$ cat src/rtl/uart_tx_arbiter.sv
// Round-robin arbiter sharing one uart_tx serializer among NUM_REQ byte producers.
// Optional macro UART_ARB_PRIO0_EN: requester 0 becomes strict high priority.
module uart_tx_arbiter #(
  parameter int NUM_REQ    = 4,
  parameter int CLK_FREQ   = 10000000,
  parameter int BAUDRATE   = 115200,
  parameter int GUARD_CLKS = 86
) (
  input  logic                 clk,
  input  logic                 rst,
  input  logic [NUM_REQ-1:0]   req_valid,
  input  logic [8*NUM_REQ-1:0] req_data,
  output logic [NUM_REQ-1:0]   req_ready,
  output logic [7:0]           tx_data,
  output logic                 tx_start,
  output logic                 busy,
  output logic [2:0]           grant_id
);

  localparam int CLKS_PER_BIT = CLK_FREQ / BAUDRATE;
  localparam int FRAME_CLKS   = 10 * CLKS_PER_BIT + GUARD_CLKS;
  localparam int IDX_W        = $clog2(NUM_REQ);
  localparam int CNT_W        = ($clog2(FRAME_CLKS + 1) > 16) ? $clog2(FRAME_CLKS + 1) : 16;

  typedef enum logic [1:0] {IDLE, START, HOLD} state_t;

  state_t             state, state_n;
  logic [IDX_W-1:0]   ptr, ptr_n, winner, idx;
  logic [IDX_W:0]     sum;
  logic               found;
  logic [NUM_REQ-1:0] cand;
  logic [CNT_W-1:0]   cnt, cnt_n;
  logic [NUM_REQ-1:0] ready_n;
  logic [7:0]         data_n;
  logic               start_n, busy_n;
  logic [2:0]         gid_n;

  // Winner search starts just after the last round-robin grant and wraps mod NUM_REQ.
  always_comb begin
    // NOTE: every combinational output gets a default first so no latch is inferred.
    cand   = req_valid;
    winner = '0;
    found  = 1'b0;
    sum    = '0;
    idx    = '0;
`ifdef UART_ARB_PRIO0_EN
    cand[0] = 1'b0;
`endif
    for (int off = 1; off <= NUM_REQ; off++) begin
      sum = {1'b0, ptr} + (IDX_W+1)'(off);
      if (sum >= (IDX_W+1)'(NUM_REQ)) sum = sum - (IDX_W+1)'(NUM_REQ);
      idx = IDX_W'(sum);
      if (!found && cand[idx]) begin
        winner = idx;
        found  = 1'b1;
      end
    end
`ifdef UART_ARB_PRIO0_EN
    if (req_valid[0]) begin
      winner = '0;
      found  = 1'b1;
    end
`endif
  end

  always_comb begin
    state_n = state;
    ptr_n   = ptr;
    cnt_n   = cnt;
    ready_n = '0;
    data_n  = tx_data;
    start_n = 1'b0;
    busy_n  = busy;
    gid_n   = grant_id;
    case (state)
      IDLE: begin
        if (found) begin
          data_n  = req_data[8*winner +: 8];
          ready_n = NUM_REQ'(1) << winner;
          gid_n   = 3'(winner);
          busy_n  = 1'b1;
          state_n = START;
`ifdef UART_ARB_PRIO0_EN
          // Requester-0 grants leave the round-robin order of the others untouched.
          if (winner != '0) ptr_n = winner;
`else
          ptr_n = winner;
`endif
        end
      end
      START: begin
        start_n = 1'b1;
        cnt_n   = CNT_W'(FRAME_CLKS - 2);
        state_n = HOLD;
      end
      HOLD: begin
        if (cnt == '0) begin
          busy_n  = 1'b0;
          state_n = IDLE;
        end else begin
          cnt_n = cnt - 1'b1;
        end
      end
      default: state_n = IDLE;
    endcase
  end

  always_ff @(posedge clk) begin
    // NOTE: sequential state uses non-blocking assignments so all registers update together.
    if (rst) begin
      state     <= IDLE;
      ptr       <= IDX_W'(NUM_REQ - 1);
      cnt       <= '0;
      req_ready <= '0;
      tx_data   <= 8'hFF;
      tx_start  <= 1'b0;
      busy      <= 1'b0;
      grant_id  <= 3'(NUM_REQ - 1);
    end else begin
      state     <= state_n;
      ptr       <= ptr_n;
      cnt       <= cnt_n;
      req_ready <= ready_n;
      tx_data   <= data_n;
      tx_start  <= start_n;
      busy      <= busy_n;
      grant_id  <= gid_n;
    end
  end

endmodule

$ cat config.mk
export PLATFORM = sky130hd
export DESIGN_NAME = uart_tx_arbiter
export DESIGN_NICKNAME = d
export VERILOG_FILES = /design/src/rtl/uart_tx_arbiter.sv
export SDC_FILE = /design/constraint.sdc
export NUM_CORES = 1
export LEC_CHECK = 0
export BUFFER_PORTS_ARGS = -buffer_cell sky130_fd_sc_hd__buf_2
export CAP_MARGIN = 40
export CORE_ASPECT_RATIO = 0.7
export CORE_MARGIN = 2
export CORE_UTILIZATION = 40
export DETAILED_ROUTE_END_ITERATION = 8
export PLACE_DENSITY_LB_ADDON = 0.05
export SLEW_MARGIN = 20
export SYNTH_ARGS = -nofsm -noshare
export SYNTH_HDL_FRONTEND = slang
export SYNTH_SLANG_ARGS = --single-unit
$ cat constraint.sdc
create_clock -name clk -period 2.73 [get_ports clk]
set_clock_uncertainty 0.15 [all_clocks]
set_input_delay 0 -clock clk [delete_from_list [all_inputs] [get_ports clk]]
set_output_delay 0 -clock clk [all_outputs]
set_load 0.02 [all_outputs]
==> results.sh <==
export IMPL_finalSetupTns_ns=0
export IMPL_pre_cts_ws_ns=0.349
export IMPL_fin_ws_ns=0.312
export IMPL_gp_congestion=0.733
export IMPL_p_switching_uw=669
export IMPL_internal_power_mw=1.11
export IMPL_fp_row_count=21
export IMPL_grt_pass1_wl_um=7910
export IMPL_ys_seq_area_frac=0.353
export IMPL_io_pin_count=55
export IMPL_p_leak_nw=1.10
export IMPL_fp_coreArea_um2=4700
export IMPL_drt_pre_antenna_iters=4
export IMPL_min_path_type="input port to register"
export IMPL_io_buffers=53
export IMPL_yosysWarnings=0
export IMPL_antenna_left=0
export IMPL_synthArstFlopShare=0
export IMPL_relSlewSlack=0.552
export IMPL_worst_pin_slew_ns=0.673
export IMPL_root_buffer="clkbuf_8"
export IMPL_cp_max_fo=5
export IMPL_grt_usage=0.189
export IMPL_worstSkewPairLatency_ns=0.28
export IMPL_place_inst=328
export IMPL_rrSetupSlack_ns=0.31
export IMPL_grt_pass1_vias=1690
export IMPL_vdd_drop_max_v=0.000303
export IMPL_clock_power_share=0.214
export IMPL_cts_max_level=2
export IMPL_synth_cell_type_count=48
export IMPL_power_frac_seq=0.362
export IMPL_rsz0062_at_grt="no"
export IMPL_antenna_found_initial=0
export IMPL_maxCapViolations=0
export IMPL_initial_utilization=0.410
export IMPL_syn_avg_cell_area_um2=8.46
export IMPL_die_area_um2=5400
export IMPL_ys_ff_latch=34
export IMPL_drive_gt1_frac=0.255
export IMPL_drc_errors=0
export IMPL_critPathKind="register to register"
export IMPL_status="finished clean"
export IMPL_wl_per_cell_um=14.0
export IMPL_synth_edf_count=0
export IMPL_cts_sinks=34
export IMPL_min_path_cells=5
export IMPL_power_density_nw_per_um2=695
export IMPL_fmax_ghz=0.414
export IMPL_netlist_area_um2=1930
export IMPL_timing_final_hold_violations=0
export IMPL_synth_main_ff_cell="dfxtp_1"
export IMPL_cts_resized=0
export IMPL_num_fill_cells=471
export IMPL_post_cts_setup_buffers=0
export IMPL_drtIter0Drc=103
export IMPL_wl_um=5020
export IMPL_fp_dieW_um=87.0
export IMPL_syn2layout_area_growth_pct=32.9
export IMPL_pwr_share_comb=0.425
export IMPL_setup_viol=0
export IMPL_post_drt_via_cell_ratio=5.36
export IMPL_start_kind="register"
export IMPL_final_max_slew_violation_count=0
export IMPL_syn_nets=267
export IMPL_instances_no_fill=359
export IMPL_cts_buffers=5
export IMPL_cp_end_kind="register"
export IMPL_antenna_cells_inserted=0
export IMPL_arrival_ns=2.41
export IMPL_netlist_instances=228
export IMPL_fin_nets=340
export IMPL_worst_ep_required_time_ns=2.72
export IMPL_fin_crit_sh=0.886
export IMPL_grt_start_max_net_pins=38
export IMPL_vias=1925
export IMPL_path_clk_slew_ns=0.07
export IMPL_switching_share=0.375
export IMPL_fp_dieH_um=62.1
export IMPL_tritoncts="yes"
export IMPL_r2r_worst_path_cells=7
export IMPL_finalCriticalPeriod_ns=2.42
export IMPL_cts_buffer_depth=2
export IMPL_dpl_hpwl_um=3330
export IMPL_cts_hold_buf=23
export IMPL_grt_remaining_overflow=0
-- cells in the mapped netlist (all sizes together), types with 2 or more instances --
master / instances / area share
nand4b: 2 / 0.0091
o211ai: 8 / 0.031
nand3: 17 / 0.044
mux2i: 19 / 0.099
a2111oi: 3 / 0.014
nand2: 11 / 0.023
nor2b: 5 / 0.016
clkbuf: 13 / 0.025
nor2: 10 / 0.019
or4: 3 / 0.012
buf: 4 / 0.016
nand2b: 3 / 0.0097
xnor2: 6 / 0.027
nor3: 3 / 0.0078
a21oi: 35 / 0.091
o31ai: 2 / 0.0078
o21ai: 6 / 0.016
dfxtp: 34 / 0.35
or3: 2 / 0.0091
and2: 5 / 0.016
nor4b: 3 / 0.021
nor4: 5 / 0.016
mux2: 2 / 0.012
inv: 5 / 0.0097
nor3b: 3 / 0.012
o41ai: 2 / 0.0091
and3: 2 / 0.0065
-- power by group through the flow --
stage / registers (mW) / logic [mW] / clock network [mW]
global route: 0.656 / 0.843 / 0.411
global placement: 0.653 / 0.702 / 0
floorplan: 0.694 / 0.486 / 0
CTS: 0.644 / 0.756 / 0.390
finish: 0.644 / 0.757 / 0.380
detailed placement: 0.653 / 0.704 / 0
-- state kept, by name, indices dropped and copies added, names as in the netlist --
name	flops
cnt	16
tx_data	8
req_ready	4
grant_id	2
state	2
busy	1
tx_start	1
-- per-stage QoR --
stage               total power [mW]  cell area [um^2]  hold slack, ns   util
floorplan                       1.18              1930          0.0622      -
global placement                1.36              2240           0.165  0.476
detailed placement              1.36              2240           0.174  0.476
CTS                             1.79              2560         0.00184  0.545
global route                    1.91              2560          0.0372  0.545
finish                          1.78              2560         0.00156  0.545
-- layout by cell type, fill, tap and decap left out, types with 3 or more instances in the layout --
master and instances:
xnor2_1 6, buf_4 7, o21ai_0 5, nor2b_1 5, nor2_1 10, buf_2 53
and2_1 5, or4_1 3, a21oi_1 34, mux2i_1 19, dlygate4sd3_1 23, nor4_1 5
nand2_1 10, o211ai_1 8, clkbuf_8 6, nor3b_1 3, dfxtp_1 34, nor3_1 3
nand2b_1 3, inv_1 5, nand3_1 17, a2111oi_0 3
-- final timing paths --
path               startpoint         end
hold / removal    req_data[7]  tx_data[7]
hold reg to reg    tx_data[0]  tx_data[0]
setup / recovery       cnt[0]      cnt[8]
setup reg to reg       cnt[0]      cnt[8]
-- per-layer routing --
layer | vias to the layer above | GRT usage | part of all wire
met1 | 894 | 0.278 | 0.52
met2 | 43 | 0.279 | 0.43
li1 | 986 | - | -
met3 | 2 | 0.0436 | 0.046
met4 | 0 | 0.0536 | 0.0026
met5 | - | 0 | 0
-- critical path, cell delays in order, from the launching register on --
cell and delay (ns):
dfxtp_1 0.34, inv_1 0.07, ha_1 0.18, nor4b_1 0.48, nand2_1 0.17, a2111oi_0 0.62, xnor2_1 0.19, a21oi_1 0.08
-- cell type report --
class | instances | area (um^2) | area share
Tap cell | 57 | 71.3 | 0.0278
Clock inverter | 1 | 5.00 | 0.00195
Inverter | 5 | 18.8 | 0.00732
Timing Repair Buffer | 83 | 548 | 0.214
Sequential cell | 34 | 681 | 0.266
Clock buffer | 7 | 86.3 | 0.0337
Multi-Input combinational cell | 172 | 1150 | 0.450
-- cell families (layout without fill, tap and decap cells) --
| family | count (synthesis) | in the layout | share of synthesized area |
|---|---|---|---|
| AO/OA/AOI/OAI | 66 | 66 | 0.212 |
| XOR/XNOR | 6 | 6 | 0.0273 |
| adder cells (fa/ha/maj) | 1 | 1 | 0.00649 |
| buffers and inverters | 22 | 96 | 0.0513 |
| flip-flops | 34 | 34 | 0.353 |
| multiplexers | 21 | 21 | 0.110 |
| other | 1 | 1 | 0.00194 |
| AND/OR/NAND/NOR | 77 | 77 | 0.238 |
(Power assumes the default switching activity.)
